$ cat config.mk
export PLATFORM = sky130hd
export DESIGN_NAME = pokey_kb_scan_flat
export DESIGN_NICKNAME = d
export VERILOG_FILES = /design/src/rtl/pokey_kb_scan_if.sv /design/src/rtl/pokey_kb_scan.sv /design/src/flat_wrapper.sv
export SDC_FILE = /design/constraint.sdc
export NUM_CORES = 1
export LEC_CHECK = 0
export CAP_MARGIN = 20
export CORE_ASPECT_RATIO = 0.5
export CORE_MARGIN = 10
export CORE_UTILIZATION = 25
export DETAILED_ROUTE_END_ITERATION = 8
export GPL_ROUTABILITY_DRIVEN = 0
export GPL_TIMING_DRIVEN = 1
export HOLD_SLACK_MARGIN = 0.08
export PLACE_DENSITY_LB_ADDON = 0.15
export SETUP_SLACK_MARGIN = 0.4
export SLEW_MARGIN = 20
export SYNTH_ARGS = -nofsm -noshare
export SYNTH_HDL_FRONTEND = slang
export SYNTH_SLANG_ARGS = --single-unit
export TNS_END_PERCENT = 50
$ cat constraint.sdc
create_clock -name clk -period 2.5 [get_ports clk]
set_input_delay 0.5 -clock clk [delete_from_list [all_inputs] [get_ports clk]]
set_output_delay 0.5 -clock clk [all_outputs]
set_load 0.01 [all_outputs]
$ cat src/rtl/pokey_kb_scan_if.sv
// Keypad-side and status signals of the POKEY keypad scanner.
// The scanner uses the slave view; the keypad/host side uses the master view.
interface pokey_kb_scan_if;
  logic       scan_en;
  logic       kr1_n;
  logic [3:0] k_scan;
  logic [3:0] keycode_latch;
  logic       key_down;
  logic       key_irq;

  modport master (
    output scan_en, kr1_n,
    input  k_scan, keycode_latch, key_down, key_irq
  );

  modport slave (
    input  scan_en, kr1_n,
    output k_scan, keycode_latch, key_down, key_irq
  );
endinterface

$ cat src/rtl/pokey_kb_scan.sv
// POKEY 16-position keypad scan engine: walks the scan address, samples the
// synchronized return line once per dwell, and debounces over whole passes.
module pokey_kb_scan #(
  parameter int SCAN_DIV    = 114,
  parameter int SYNC_STAGES = 2
) (
  input  logic            clk,
  input  logic            rst,
  pokey_kb_scan_if.slave  bus
);

  typedef enum logic [1:0] {
    S_IDLE,
    S_CONFIRM,
    S_DOWN,
    S_RELEASE
  } state_t;

  state_t                 r_state, w_state_nx;
  logic [SYNC_STAGES-1:0] r_sync;
  logic [9:0]             r_cnt;
  logic [3:0]             r_kscan;
  logic [3:0]             r_cand, w_cand_nx;
  logic [3:0]             r_latch, w_latch_nx;
  logic                   r_down, w_down_nx;
  logic                   r_irq, w_irq_nx;
  logic                   w_tc;
  logic                   w_pressed;
  logic                   w_at_cand;

  // Flops reset to all ones so a reset never looks like a pressed key.
  always_ff @(posedge clk or posedge rst) begin
    if (rst) r_sync <= '1;
    else     r_sync <= {r_sync[SYNC_STAGES-2:0], bus.kr1_n};
  end

  assign w_pressed = ~r_sync[SYNC_STAGES-1];
  assign w_tc      = (r_cnt == 10'(SCAN_DIV - 1));
  assign w_at_cand = (r_kscan == r_cand);

  always_ff @(posedge clk or posedge rst) begin
    if (rst) begin
      r_cnt   <= '0;
      r_kscan <= '0;
    end else if (!bus.scan_en) begin
      r_cnt   <= '0;
      r_kscan <= '0;
    end else if (w_tc) begin
      r_cnt   <= '0;
      r_kscan <= r_kscan + 4'd1;
    end else begin
      r_cnt   <= r_cnt + 10'd1;
    end
  end

  always_ff @(posedge clk or posedge rst) begin
    if (rst) begin
      r_state <= S_IDLE;
      r_cand  <= '0;
      r_latch <= '0;
      r_down  <= 1'b0;
      r_irq   <= 1'b0;
    end else begin
      r_state <= w_state_nx;
      r_cand  <= w_cand_nx;
      r_latch <= w_latch_nx;
      r_down  <= w_down_nx;
      r_irq   <= w_irq_nx;
    end
  end

  // Debounce decisions happen only on sample events; position 0 means "no key".
  always_comb begin
    w_state_nx = r_state;
    w_cand_nx  = r_cand;
    w_latch_nx = r_latch;
    w_down_nx  = r_down;
    w_irq_nx   = 1'b0;
    if (!bus.scan_en) begin
      w_state_nx = S_IDLE;
      w_down_nx  = 1'b0;
    end else if (w_tc && (r_kscan != 4'd0)) begin
      case (r_state)
        S_IDLE: begin
          if (w_pressed) begin
            w_cand_nx  = r_kscan;
            w_state_nx = S_CONFIRM;
          end
        end
        S_CONFIRM: begin
          if (w_at_cand) begin
            if (w_pressed) begin
              w_latch_nx = r_cand;
              w_down_nx  = 1'b1;
              w_irq_nx   = 1'b1;
              w_state_nx = S_DOWN;
            end else begin
              w_state_nx = S_IDLE;
            end
          end
        end
        S_DOWN: begin
          if (w_at_cand && !w_pressed) w_state_nx = S_RELEASE;
        end
        S_RELEASE: begin
          if (w_at_cand) begin
            if (w_pressed) begin
              w_state_nx = S_DOWN;
            end else begin
              w_down_nx  = 1'b0;
              w_state_nx = S_IDLE;
            end
          end
        end
        default: w_state_nx = S_IDLE;
      endcase
    end
  end

  assign bus.k_scan        = r_kscan;
  assign bus.keycode_latch = r_latch;
  assign bus.key_down      = r_down;
  assign bus.key_irq       = r_irq;

endmodule

$ cat src/flat_wrapper.sv
// flat-port wrapper written by rule: the top's interface ports become plain ports
module pokey_kb_scan_flat 
#(
  parameter int SCAN_DIV    = 114,
  parameter int SYNC_STAGES = 2
)
  (clk, rst, bus_scan_en, bus_kr1_n, bus_k_scan, bus_keycode_latch, bus_key_down, bus_key_irq);
  pokey_kb_scan_if bus_i ();
  input  logic clk;
  input  logic rst;
  input wire logic [$bits(bus_i.scan_en)-1:0] bus_scan_en;
  input wire logic [$bits(bus_i.kr1_n)-1:0] bus_kr1_n;
  output wire logic [$bits(bus_i.k_scan)-1:0] bus_k_scan;
  output wire logic [$bits(bus_i.keycode_latch)-1:0] bus_keycode_latch;
  output wire logic [$bits(bus_i.key_down)-1:0] bus_key_down;
  output wire logic [$bits(bus_i.key_irq)-1:0] bus_key_irq;
  assign bus_i.scan_en = bus_scan_en;
  assign bus_i.kr1_n = bus_kr1_n;
  assign bus_k_scan = bus_i.k_scan;
  assign bus_keycode_latch = bus_i.keycode_latch;
  assign bus_key_down = bus_i.key_down;
  assign bus_key_irq = bus_i.key_irq;
  pokey_kb_scan #(.SCAN_DIV(SCAN_DIV), .SYNC_STAGES(SYNC_STAGES)) u_core (.clk(clk), .rst(rst), .bus(bus_i));
endmodule
Yosys cells after proc, flatten, opt, wreduce, memory -nomap -nowiden
Index checks and enable logic that the tools add are counted.

Register bits: 28. Word-level logic and storage cells: 58. Input port bits: 4. Output and inout port bits: 10.

Add/subtract/negate cells: 2. Bitwise gates (word level): 1. Eq/ne operators: 15. Mux-type cells: 23. Reduce and logical (&&, ||, !) cells: 9.

Operators with widths (number): 2-to-1 mux 10 bit (2); inequality test 3 x 2 -> 1 bit (second input constant) (5); 2-to-1 mux 2 bit (6); 2-to-1 mux 1 bit (11); adder 10 x 1 -> 10 bit (second input constant) (1); equality test 10 x 7 -> 1 bit (second input constant) (1); 2-to-1 mux 4 bit (2); AND reduction 4 bit (2); inequality test 3 bit (second input constant) (2); one-hot mux 2 bit (3 select lines) (1); AND reduction 6 bit (1); AND reduction 5 bit (1); adder 4 x 1 -> 4 bit (second input constant) (1); equality test 2 bit (second input constant) (2); equality test 4 bit (1); inequality test 2 x 1 -> 1 bit (second input constant) (2); nonzero test 4 bit (1); inequality test 3 x 1 -> 1 bit (second input constant) (1); equality test 2 x 1 -> 1 bit (second input constant) (1); logical AND 1 bit (2); logical NOT 2 bit (1); one-hot mux 1 bit (2 select lines) (1); OR reduction 2 bit (1); inverter 1 bit (1).

Depth between registers and ports, before layout
Gate-level depths: netlist of run 1.

Depth after elaboration: 6. Gate-level depth with buffers: 7. Depth with buffers taken out: 6.

Least setup slack after synthesis of run 1
No wires, ideal clock.

Path type: reg-to-reg. Start: register u_core.r_kscan[0], in the netlist u_core.bus.k_scan[0]. End: register u_core.r_latch[0], in the netlist u_core.bus.keycode_latch[0]. Data arrival time: 1.948 ns. Clock period less this slack: 2.073 ns. Path buffers: 1. Path slack: 0.427 ns. Required time: 2.375 ns. Cell stages (with the launch flop): 8. Setup time: 0.125 ns. Cells stage by stage: dfrtp_1 > inv_1 > ha_1 > or3b_2 > nand4_1 > or4b_1 > buf_6 > mux2_4.

Cells in the longest elaborated chain, start to end: 3. Elaborated cells between the ends (all ways): 4. Classes of those cells: eq/ne: 1; reduce/logical: 3.

Ends and longest elaborated chain: start: declaration (RTL line pokey_kb_scan.sv:22) `logic [3:0] r_kscan;`; start signal: assignment (RTL line pokey_kb_scan.sv:50) `r_kscan <= r_kscan + 4'd1;`; nonzero test 4 bit (RTL line pokey_kb_scan.sv:82) `end else if (w_tc && (r_kscan != 4'd0)) begin`; logical AND 1 bit (RTL line pokey_kb_scan.sv:82); AND reduction 5 bit (no line) *; end signal: assignment (RTL line pokey_kb_scan.sv:66) `r_latch <= w_latch_nx;`; end: declaration (RTL line pokey_kb_scan.sv:24) `logic [3:0] r_latch, w_latch_nx;`.

Mark *: on every way between the ends. The rest lies on a longest branch, timed or not. A chain may end at the register's enable or synchronous reset.

Worst setup path after layout of run 1
Start: register u_core.r_cnt[1]. End: register u_core.r_latch[3], in the netlist u_core.bus.keycode_latch[3].

Cells in the longest elaborated chain, start to end: 3.

Ends and longest elaborated chain: start: declaration (RTL line pokey_kb_scan.sv:21) `logic [9:0] r_cnt;`; start signal: assignment (RTL line pokey_kb_scan.sv:52) `r_cnt <= r_cnt + 10'd1;`; equality test 10 x 7 -> 1 bit (RTL line pokey_kb_scan.sv:38) `assign w_tc = (r_cnt == 10'(SCAN_DIV - 1));`; logical AND 1 bit (RTL line pokey_kb_scan.sv:82); AND reduction 5 bit (no line).

No other way between the ends.

==> results of run 1 <==
==> worst register-to-register path, stage by stage (launching register included) <==
cell,delay [ps]
sky130_fd_sc_hd__dfrtp_1,390
sky130_fd_sc_hd__inv_1,60
sky130_fd_sc_hd__ha_1,130
sky130_fd_sc_hd__and4bb_2,290
sky130_fd_sc_hd__nand4_1,150
sky130_fd_sc_hd__or4b_4,570
sky130_fd_sc_hd__mux2_4,310
==> power by group through the flow <==
stage,sequential [µW],clock [µW],combinational [µW]
floorplan,474,0,20.2
global placement,475,0,34.2
detailed placement,475,0,34.6
CTS,464,373,41.0
global route,465,396,46.3
finish,464,358,39.5
==> layout make-up <==
cell class	count	area, µm²	share of cell area [%]
Timing Repair Buffer	24	213	12.2
Inverter	7	26.3	1.51
Clock buffer	3	41.3	2.37
Clock inverter	1	30.0	1.73
Multi-Input combinational cell	83	633	36.4
Sequential cell	28	704	40.5
Tap cell	73	91.3	5.25
==> cell usage in the layout, fill, tap and decap left out, types with 4 or more instances in the layout <==
master	count
sky130_fd_sc_hd__xor2_1	8
sky130_fd_sc_hd__dfrtp_1	25
sky130_fd_sc_hd__nand2_1	5
sky130_fd_sc_hd__nand4_1	7
sky130_fd_sc_hd__mux2_2	4
sky130_fd_sc_hd__nand3_1	6
sky130_fd_sc_hd__clkdlybuf4s50_1	13
sky130_fd_sc_hd__and2_1	5
sky130_fd_sc_hd__ha_1	4
sky130_fd_sc_hd__nor2_1	11
sky130_fd_sc_hd__buf_4	11
sky130_fd_sc_hd__xnor2_1	6
sky130_fd_sc_hd__mux2_4	4
sky130_fd_sc_hd__inv_1	7
==> routing by layer <==
metal	part of all wire, %	up-vias	global-route usage (%)	routed length (µm)
li1	-	463	-	-
met1	46	460	7.34	1220
met2	49	14	10.5	1300
met3	4.3	4	2.03	115
met4	1.3	0	2.28	34
met5	0	-	0	0
==> registers in the layout (all words and copies together), names as in the netlist <==
name / count
u_core.r_state: 2
u_core.bus.key_irq: 1
u_core.r_cand: 4
u_core.bus.key_down: 1
u_core.r_cnt: 10
u_core.bus.keycode_latch: 4
u_core.r_sync: 2
u_core.bus.k_scan: 4
==> cell families (layout without fill, tap and decap cells) <==
| family | Yosys count | after routing |
|---|---|---|
| AO/OA/AOI/OAI | 8 | 8 |
| multiplexers | 9 | 9 |
| AND/OR/NAND/NOR | 48 | 48 |
| buffers and inverters | 11 | 35 |
| adder cells (fa/ha/maj) | 4 | 4 |
| XOR/XNOR | 14 | 14 |
| flip-flops | 28 | 28 |
==> worst paths after layout <==
path | cells past startpoint | start | end
max reg2reg | 6 | u_core.r_cnt[1]$_DFF_PP0_ | u_core.bus.keycode_latch[3]$_DFFE_PP0P_
min | 0 | u_core.r_sync[0]$_DFF_PP1_ | u_core.r_sync[1]$_DFF_PP1_
min reg2reg | 0 | u_core.r_sync[0]$_DFF_PP1_ | u_core.r_sync[1]$_DFF_PP1_
max | 6 | u_core.r_cnt[1]$_DFF_PP0_ | u_core.bus.keycode_latch[3]$_DFFE_PP0P_
min in group asynchronous | 3 | rst | u_core.r_cnt[4]$_DFF_PP0_
max in group asynchronous | 3 | rst | u_core.r_sync[0]$_DFF_PP1_
==> per-stage QoR <==
stage | worst slack (ps) | total power, µW | std cells
after floorplan | 427 | 494 | 122
after global placement | 301 | 509 | 210
after detailed placement | 274 | 510 | 210
after CTS | 405 | 878 | 216
after global routing | 413 | 908 | 219
final | 497 | 862 | 219
==> cells in the mapped netlist (2+ instances only) <==
| cell | number |
|---|---|
| sky130_fd_sc_hd__dfrtp_1 | 26 |
| sky130_fd_sc_hd__nor2_1 | 11 |
| sky130_fd_sc_hd__xor2_1 | 8 |
| sky130_fd_sc_hd__inv_1 | 7 |
| sky130_fd_sc_hd__nand4_1 | 7 |
| sky130_fd_sc_hd__nand3_1 | 6 |
| sky130_fd_sc_hd__xnor2_1 | 6 |
| sky130_fd_sc_hd__and2_1 | 5 |
| sky130_fd_sc_hd__nand2_1 | 5 |
| sky130_fd_sc_hd__ha_1 | 4 |
| sky130_fd_sc_hd__mux2_2 | 4 |
| sky130_fd_sc_hd__mux2_4 | 4 |
| sky130_fd_sc_hd__a21oi_1 | 3 |
| sky130_fd_sc_hd__and3_1 | 3 |
| sky130_fd_sc_hd__clkbuf_1 | 3 |
| sky130_fd_sc_hd__dfstp_2 | 2 |
| sky130_fd_sc_hd__nor3_1 | 2 |
==> what timing repair did <==
item                                    in CTS  in global routing
endpoints found under the setup margin       4                  4
pin swaps                                    1                  1
resized for setup                            2                  0
hold buffers                                 0                  0
setup buffers                                2                  3
==> impl_results.html, run 1 <==
<table>
<tr><th>Metric</th><th>Value</th></tr>
<tr><th colspan="2">Layout</th></tr>
<tr><td>Final net count</td><td>155</td></tr>
<tr><td>Layout cells sized above 1</td><td>23.3%</td></tr>
<tr><td>Non-Filler Cell Area, Final</td><td>1740 µm²</td></tr>
<tr><td>Antenna cells</td><td>0</td></tr>
<tr><td>Fin util</td><td>32.1%</td></tr>
<tr><td>Count of fill cells added during filler insertion</td><td>560</td></tr>
<tr><td>Synthesis-to-finish area growth</td><td>25.9%</td></tr>
<tr><th colspan="2">Routing</th></tr>
<tr><td>Routed wire length</td><td>2.67 mm</td></tr>
<tr><td>Number of DRC markers in iteration 0</td><td>81</td></tr>
<tr><td>Remaining DRCs</td><td>0</td></tr>
<tr><td>Number of nets with antenna violations after detailed routing</td><td>0</td></tr>
<tr><td>Via-to-Cell Ratio</td><td>4.30</td></tr>
<tr><td>Pre-Repair DR Iteration Count</td><td>4</td></tr>
<tr><td>DR WL/cell</td><td>12.2 µm</td></tr>
<tr><td>DR vias</td><td>941</td></tr>
<tr><th colspan="2">Floorplanning</th></tr>
<tr><td>X dimension of the die</td><td>125 µm</td></tr>
<tr><td>Chip height</td><td>72.6 µm</td></tr>
<tr><td>Core outline area</td><td>5420 µm²</td></tr>
<tr><td>Ports placed on the boundary</td><td>14</td></tr>
<tr><td>Initial core utilization</td><td>25.5%</td></tr>
<tr><td>Row cnt</td><td>19</td></tr>
<tr><td>Die footprint</td><td>9080 µm²</td></tr>
<tr><th colspan="2">Flow run</th></tr>
<tr><td>Number of maximum-capacitance constraint violations</td><td>0</td></tr>
<tr><th colspan="2">Global routing</th></tr>
<tr><td>Antenna violations before repair</td><td>0</td></tr>
<tr><td>Maximum number of pins on one net before global-route repair</td><td>29</td></tr>
<tr><td>Via count of the first global-routing pass</td><td>965</td></tr>
<tr><td>Global-route wire length before repair</td><td>4.70 mm</td></tr>
<tr><td>Remaining global-route overflow</td><td>0</td></tr>
<tr><td>Overall routing resource usage</td><td>6.22%</td></tr>
<tr><th colspan="2">Pwr</th></tr>
<tr><td>Relative contribution of the clock network to total power</td><td>41.6%</td></tr>
<tr><td>Seq pwr share</td><td>53.9%</td></tr>
<tr><td>Internal power summed over all cells</td><td>690 µW</td></tr>
<tr><td>Sw Pwr</td><td>173 µW</td></tr>
<tr><td>Peak supply drop</td><td>0.195 mV</td></tr>
<tr><td>Power density over the cells</td><td>496 nW/µm²</td></tr>
<tr><td>Switching Share</td><td>20.0%</td></tr>
<tr><td>Fraction of power consumed by combinational cells</td><td>4.6%</td></tr>
<tr><td>Leakage power figure</td><td>0.000820 µW</td></tr>
<tr><th colspan="2">Yosys</th></tr>
<tr><td>Mux share of post-synthesis cell area</td><td>8.33%</td></tr>
<tr><td>Number of synthesis warnings</td><td>0</td></tr>
<tr><td>Synth Area in Adders</td><td>3.62%</td></tr>
<tr><td>Sequential fraction of the synthesis area</td><td>50.9%</td></tr>
<tr><td>Area share of xor/xnor cells in the synthesized design</td><td>8.88%</td></tr>
<tr><td>Main flop type after synthesis</td><td>sky130_fd_sc_hd__dfrtp_1</td></tr>
<tr><td>Number of synthesized flops with an enable pin</td><td>0</td></tr>
<tr><td>Area share of the largest cell type after synthesis</td><td>47.1%</td></tr>
<tr><td>Area fraction in compound gates after synthesis</td><td>3.89%</td></tr>
<tr><td>Cell count after synthesis</td><td>122</td></tr>
<tr><td>Share of synthesized cell area in and, or, nand and nor gates</td><td>20.8%</td></tr>
<tr><td>Fraction of registers with async set/reset</td><td>100%</td></tr>
<tr><td>Mapped cell area</td><td>1380 µm²</td></tr>
<tr><td>Post-synthesis sequential element count</td><td>28</td></tr>
<tr><td>Largest cells by area after synthesis</td><td>sky130_fd_sc_hd__dfrtp_1 47%, sky130_fd_sc_hd__xor2_1 5.1%, sky130_fd_sc_hd__mux2_4 4.3%</td></tr>
<tr><td>Post-synthesis area per instance</td><td>11.3 µm²</td></tr>
<tr><td>Library cell occupying the most area in the post-synthesis netlist</td><td>sky130_fd_sc_hd__dfrtp_1</td></tr>
<tr><td>Unique masters post-synth</td><td>33</td></tr>
<tr><td>Combinational family with the most area after synthesis</td><td>simple AND/OR/NAND/NOR gates</td></tr>
<tr><td>Net count of the mapped netlist</td><td>130</td></tr>
<tr><th colspan="2">STA</th></tr>
<tr><td>Worst slew pin tran</td><td>361 ps</td></tr>
<tr><td>Worst clock skew</td><td>7.92 ps</td></tr>
<tr><td>Unrepaired setup endpoints after global routing</td><td>no</td></tr>
<tr><td>Number of endpoints with negative hold slack in the final report</td><td>0</td></tr>
<tr><td>Period minus WS final</td><td>2000 ps</td></tr>
<tr><td>Maximum achievable frequency</td><td>499 MHz</td></tr>
<tr><td>Final-layout setup total negative slack</td><td>0 ps</td></tr>
<tr><td>Smallest hold slack</td><td>353 ps</td></tr>
<tr><td>Count of pins over their slew limit</td><td>0</td></tr>
<tr><td>Slew HR</td><td>75.9%</td></tr>
<tr><td># setup viols final</td><td>0</td></tr>
<tr><td>Final worst path period share</td><td>80.1%</td></tr>
<tr><th colspan="2">Clock network</th></tr>
<tr><td>Maximum clock path buffer count</td><td>2</td></tr>
<tr><td>TritonCTS clock tree</td><td>done</td></tr>
<tr><td>TritonCTS Buffers</td><td>3</td></tr>
<tr><td>Number of sinks driven by the clock tree</td><td>28</td></tr>
<tr><td>Register clock-pin slew on the reported worst setup and hold paths</td><td>100 ps</td></tr>
<tr><td>CTS H-tree depth</td><td>1</td></tr>
<tr><td>CTS Root Cell</td><td>sky130_fd_sc_hd__clkbuf_8</td></tr>
<tr><td>Clock network latency to the later pin of the worst-skew pair</td><td>280 ps</td></tr>
<tr><th colspan="2">Worst setup path</th></tr>
<tr><td>Crit path required time</td><td>2680 ps</td></tr>
<tr><td>Critical path peak fanout</td><td>5</td></tr>
<tr><td>Endpoint kind of the worst setup timing path</td><td>flop</td></tr>
<tr><td>Cells along the critical path</td><td>inv_1, ha_1, and4bb_2, nand4_1, or4b_4, mux2_4</td></tr>
<tr><td>Top cell family by delay on the critical path</td><td>simple AND/OR/NAND/NOR gates</td></tr>
<tr><td>Worst reg-to-reg setup slack</td><td>500 ps</td></tr>
<tr><td>Crit path buf inv count</td><td>1</td></tr>
<tr><td>Critical-path top delay cell</td><td>sky130_fd_sc_hd__or4b_4</td></tr>
<tr><td>Worst path arrival time</td><td>2180 ps</td></tr>
<tr><td>Maximum single-stage delay on the critical path</td><td>570 ps</td></tr>
<tr><td>Worst setup path category</td><td>reg -&gt; reg</td></tr>
<tr><td>Crit path launch type</td><td>flop</td></tr>
<tr><th colspan="2">Place</th></tr>
<tr><td>Placed inst area</td><td>1630 µm²</td></tr>
<tr><td>Buffers added on ports</td><td>13</td></tr>
<tr><td>DP Wirelength</td><td>1.95 mm</td></tr>
<tr><th colspan="2">Run status</th></tr>
<tr><td>Outcome</td><td>complete, no violations</td></tr>
<tr><th colspan="2">Hold path</th></tr>
<tr><td>Type of the worst min-delay path</td><td>reg -&gt; reg</td></tr>
</table>
Note: power is estimated with default switching activity, not from simulation.
==> inputs of run 2 (changes only) <==
Clock period 2.5 ns to 1.6 ns, I/O delays scaled along.
==> run 2 against run 1 <==
Critical path type unchanged. The flow now finishes with violations (setup timing). Cell area up 16%. Utilization up 5.1 points. Clock power up 24%. Sequential share of layout area down 5.5 points. Routed wire length up 14%. Largest cell class unchanged. Cell count up 14%. Critical path depth unchanged. Non-clock buffer count up 30. Combinational power up 120%. Die area unchanged. Register-to-register slack worse by 900 ps. Global-route usage up 0.88 points.
==> impl_results.html, run 2 (synthesized netlist as in run 1, its figures left out) <==
<table>
<tr><th>Metric</th><th>Value</th></tr>
<tr><th colspan="2">Routing</th></tr>
<tr><td>Number of DRC markers in iteration 0</td><td>21 (-74%)</td></tr>
<tr><td>Number of nets with antenna violations after detailed routing</td><td>0 (unchanged)</td></tr>
<tr><td>DR vias</td><td>1049 (+11%)</td></tr>
<tr><td>Routed wire length</td><td>3.05 mm (+14%)</td></tr>
<tr><td>DR WL/cell</td><td>12.2 µm (+0.51%)</td></tr>
<tr><td>Via-to-Cell Ratio</td><td>4.21 (-2.0%)</td></tr>
<tr><td>Remaining DRCs</td><td>0 (unchanged)</td></tr>
<tr><td>Pre-Repair DR Iteration Count</td><td>4 (unchanged)</td></tr>
<tr><th colspan="2">Worst setup path</th></tr>
<tr><td>Critical-path top delay cell</td><td>sky130_fd_sc_hd__or4b_4</td></tr>
<tr><td>Startpoint of the worst-slack reg-to-reg timing path</td><td>u_core.r_cnt[1]$_DFF_PP0_</td></tr>
<tr><td>Worst setup path category</td><td>reg -&gt; reg</td></tr>
<tr><td>Cells along the critical path</td><td>inv_1, ha_1, and4bb_2, nand4_1, or4b_4, mux2_4</td></tr>
<tr><td>Endpoint kind of the worst setup timing path</td><td>flop</td></tr>
<tr><td>Crit path launch type</td><td>flop</td></tr>
<tr><td>Maximum single-stage delay on the critical path</td><td>610 ps (+40 ps)</td></tr>
<tr><td>Worst reg-to-reg setup slack</td><td>-400 ps (-900 ps)</td></tr>
<tr><td>Critical path peak fanout</td><td>5 (unchanged)</td></tr>
<tr><td>Number of cells on the worst reg-to-reg path</td><td>6 (unchanged)</td></tr>
<tr><td>FF-to-FF End</td><td>u_core.bus.keycode_latch[1]$_DFFE_PP0P_</td></tr>
<tr><td>Worst path arrival time</td><td>2170 ps (about the same)</td></tr>
<tr><td>Crit path required time</td><td>1770 ps (-910 ps)</td></tr>
<tr><th colspan="2">Clock network</th></tr>
<tr><td>TritonCTS clock tree</td><td>done</td></tr>
<tr><td>Number of sinks driven by the clock tree</td><td>28 (unchanged)</td></tr>
<tr><td>Maximum clock path buffer count</td><td>2 (unchanged)</td></tr>
<tr><td>Register clock-pin slew on the reported worst setup and hold paths</td><td>100 ps (about the same)</td></tr>
<tr><td>TritonCTS Buffers</td><td>3 (unchanged)</td></tr>
<tr><td>Clock network latency to the later pin of the worst-skew pair</td><td>280 ps (about the same)</td></tr>
<tr><td>CTS H-tree depth</td><td>1 (unchanged)</td></tr>
<tr><td>CTS Root Cell</td><td>sky130_fd_sc_hd__clkbuf_8</td></tr>
<tr><th colspan="2">Floorplanning</th></tr>
<tr><td>X dimension of the die</td><td>125 µm (unchanged)</td></tr>
<tr><td>Row cnt</td><td>19 (unchanged)</td></tr>
<tr><td>Chip height</td><td>72.6 µm (unchanged)</td></tr>
<tr><td>Die footprint</td><td>9080 µm² (unchanged)</td></tr>
<tr><td>Core outline area</td><td>5420 µm² (unchanged)</td></tr>
<tr><td>Ports placed on the boundary</td><td>14 (unchanged)</td></tr>
<tr><td>Initial core utilization</td><td>25.5% (unchanged)</td></tr>
<tr><th colspan="2">Pwr</th></tr>
<tr><td>Peak supply drop</td><td>0.304 mV (+56%)</td></tr>
<tr><td>Total power after layout</td><td>1250 µW (+45%)</td></tr>
<tr><td>Power density over the cells</td><td>622 nW/µm² (+26%)</td></tr>
<tr><td>Leakage power figure</td><td>0.00100 µW (+22%)</td></tr>
<tr><th colspan="2">STA</th></tr>
<tr><td>Final worst path period share</td><td>125% (+45 points)</td></tr>
<tr><td># setup viols final</td><td>16 (+16)</td></tr>
<tr><td>Count of pins over their slew limit</td><td>0 (unchanged)</td></tr>
<tr><td>Slew HR</td><td>81.2% (+5.2 points)</td></tr>
<tr><td>Number of endpoints with negative hold slack in the final report</td><td>0 (unchanged)</td></tr>
<tr><td>Setup slack after layout</td><td>-400 ps (-897 ps)</td></tr>
<tr><td>Maximum achievable frequency</td><td>500 MHz (+0.13%)</td></tr>
<tr><td>Worst slew pin tran</td><td>281 ps (-79.3 ps)</td></tr>
<tr><td>Worst clock skew</td><td>4.59 ps (-3.32 ps)</td></tr>
<tr><td>Unrepaired setup endpoints after global routing</td><td>yes</td></tr>
<tr><td>Period minus WS final</td><td>2000 ps (-2.68 ps)</td></tr>
<tr><th colspan="2">Layout</th></tr>
<tr><td>Final net count</td><td>185 (+19%)</td></tr>
<tr><td>Register name with the most flops</td><td>u_core.r_cnt</td></tr>
<tr><td>Antenna cells</td><td>0 (unchanged)</td></tr>
<tr><td>Largest register FFs</td><td>10 (unchanged)</td></tr>
<tr><td>Layout cells sized above 1</td><td>47.2% (+24 points)</td></tr>
<tr><td>Leading cell type in the layout, fill and taps excluded</td><td>sky130_fd_sc_hd__buf_4</td></tr>
<tr><td>Most frequent cells in the layout</td><td>32 x sky130_fd_sc_hd__buf_4, 24 x sky130_fd_sc_hd__dfrtp_1, 12 x sky130_fd_sc_hd__buf_6</td></tr>
<tr><td>Synthesis-to-finish area growth</td><td>45.8%</td></tr>
<tr><th colspan="2">Global routing</th></tr>
<tr><td>Remaining global-route overflow</td><td>0 (unchanged)</td></tr>
<tr><td>Antenna violations before repair</td><td>0 (unchanged)</td></tr>
<tr><td>Via count of the first global-routing pass</td><td>1092 (+13%)</td></tr>
<tr><td>Global-route wire length before repair</td><td>5.25 mm (+12%)</td></tr>
<tr><td>Overall routing resource usage</td><td>7.10% (+0.88 points)</td></tr>
<tr><td>Maximum number of pins on one net before global-route repair</td><td>29 (unchanged)</td></tr>
<tr><th colspan="2">Flow run</th></tr>
<tr><td>Number of maximum-capacitance constraint violations</td><td>0 (unchanged)</td></tr>
<tr><th colspan="2">Run status</th></tr>
<tr><td>Violated checks</td><td>setup timing</td></tr>
<tr><td>Outcome</td><td>finished with violations</td></tr>
<tr><th colspan="2">Place</th></tr>
<tr><td>DP Wirelength</td><td>2.23 mm (+14%)</td></tr>
<tr><td>Worst Setup Slack post-DPL</td><td>-507 ps (-780 ps)</td></tr>
<tr><td>Buffers added on ports</td><td>13 (unchanged)</td></tr>
<tr><th colspan="2">Hold path</th></tr>
<tr><td>Type of the worst min-delay path</td><td>in -&gt; async</td></tr>
</table>
==> run 2: worst max-delay path, delay by kind of cell (launching register included) <==
kind	cells	cell delay [ps]
and+or+nand+nor	3	1000
DFF	1	390
muxes	1	320
adders and majority gates	1	130
buffers and inverters	1	50
==> run 2: stage by stage <==
stage	instance area (µm²)	util, %	instances	hold slack, ps	TNS [ps]
detailed placement	1840	33.9	235	347	-4520
global placement	1840	33.9	235	347	-4210
floorplan	1390	-	122	324	-3300
finish	2010	37.2	249	366	-4350
CTS	1990	36.7	248	357	-3480
global route	2010	37.2	249	371	-6250
==> run 2: worst max-delay path by stage <==
stage | slack [ps] | startpoint | cells after the start | end
2_1_floorplan | -420 | u_core.bus.k_scan[1]$_DFFE_PP0P_ | 5 | u_core.bus.keycode_latch[0]$_DFFE_PP0P_
3_3_place_gp | -440 | u_core.bus.k_scan[1]$_DFFE_PP0P_ | 6 | u_core.bus.keycode_latch[3]$_DFFE_PP0P_
3_5_place_dp | -510 | u_core.bus.k_scan[1]$_DFFE_PP0P_ | 6 | u_core.bus.keycode_latch[1]$_DFFE_PP0P_
4_1_cts | -390 | u_core.r_cnt[1]$_DFF_PP0_ | 6 | u_core.bus.keycode_latch[1]$_DFFE_PP0P_
5_1_grt | -490 | u_core.r_cnt[1]$_DFF_PP0_ | 6 | u_core.bus.keycode_latch[1]$_DFFE_PP0P_
6_report | -400 | u_core.r_cnt[1]$_DFF_PP0_ | 6 | u_core.bus.keycode_latch[1]$_DFFE_PP0P_
==> run 2: metal layers <==
layer,track usage [%],vias to the layer above,wire length [µm]
met5,0,-,0
met4,2.66,0,30
met3,2.03,2,119
met2,11.6,21,1400
met1,8.80,500,1500
li1,-,526,-
==> run 2: layout make-up <==
| cell class | count | area [µm²] |
|---|---|---|
| tap | 73 | 91.3 |
| multi-input combinational | 83 | 681 |
| fill | 534 | 3410 |
| sequential | 28 | 706 |
| timing repair buffer | 54 | 455 |
| inverter | 7 | 26.3 |
| clock buffer | 4 | 55.1 |
==> run 2: power breakdown <==
group          total [µW]  internal, µW  switching (µW)  leakage [µW]
logic                88.4          40.5            47.8      0.000596
registers             722           718            4.35      0.000379
clock network         444           220             223     0.0000288
total                1250           979             275       0.00100
==> run 2: repair_timing <==
action,in CTS,in global routing
hold buffers,0,0
resized for setup,61,5
endpoints found under the setup margin,35,29
pin swaps,8,5
buffers inserted,9,1
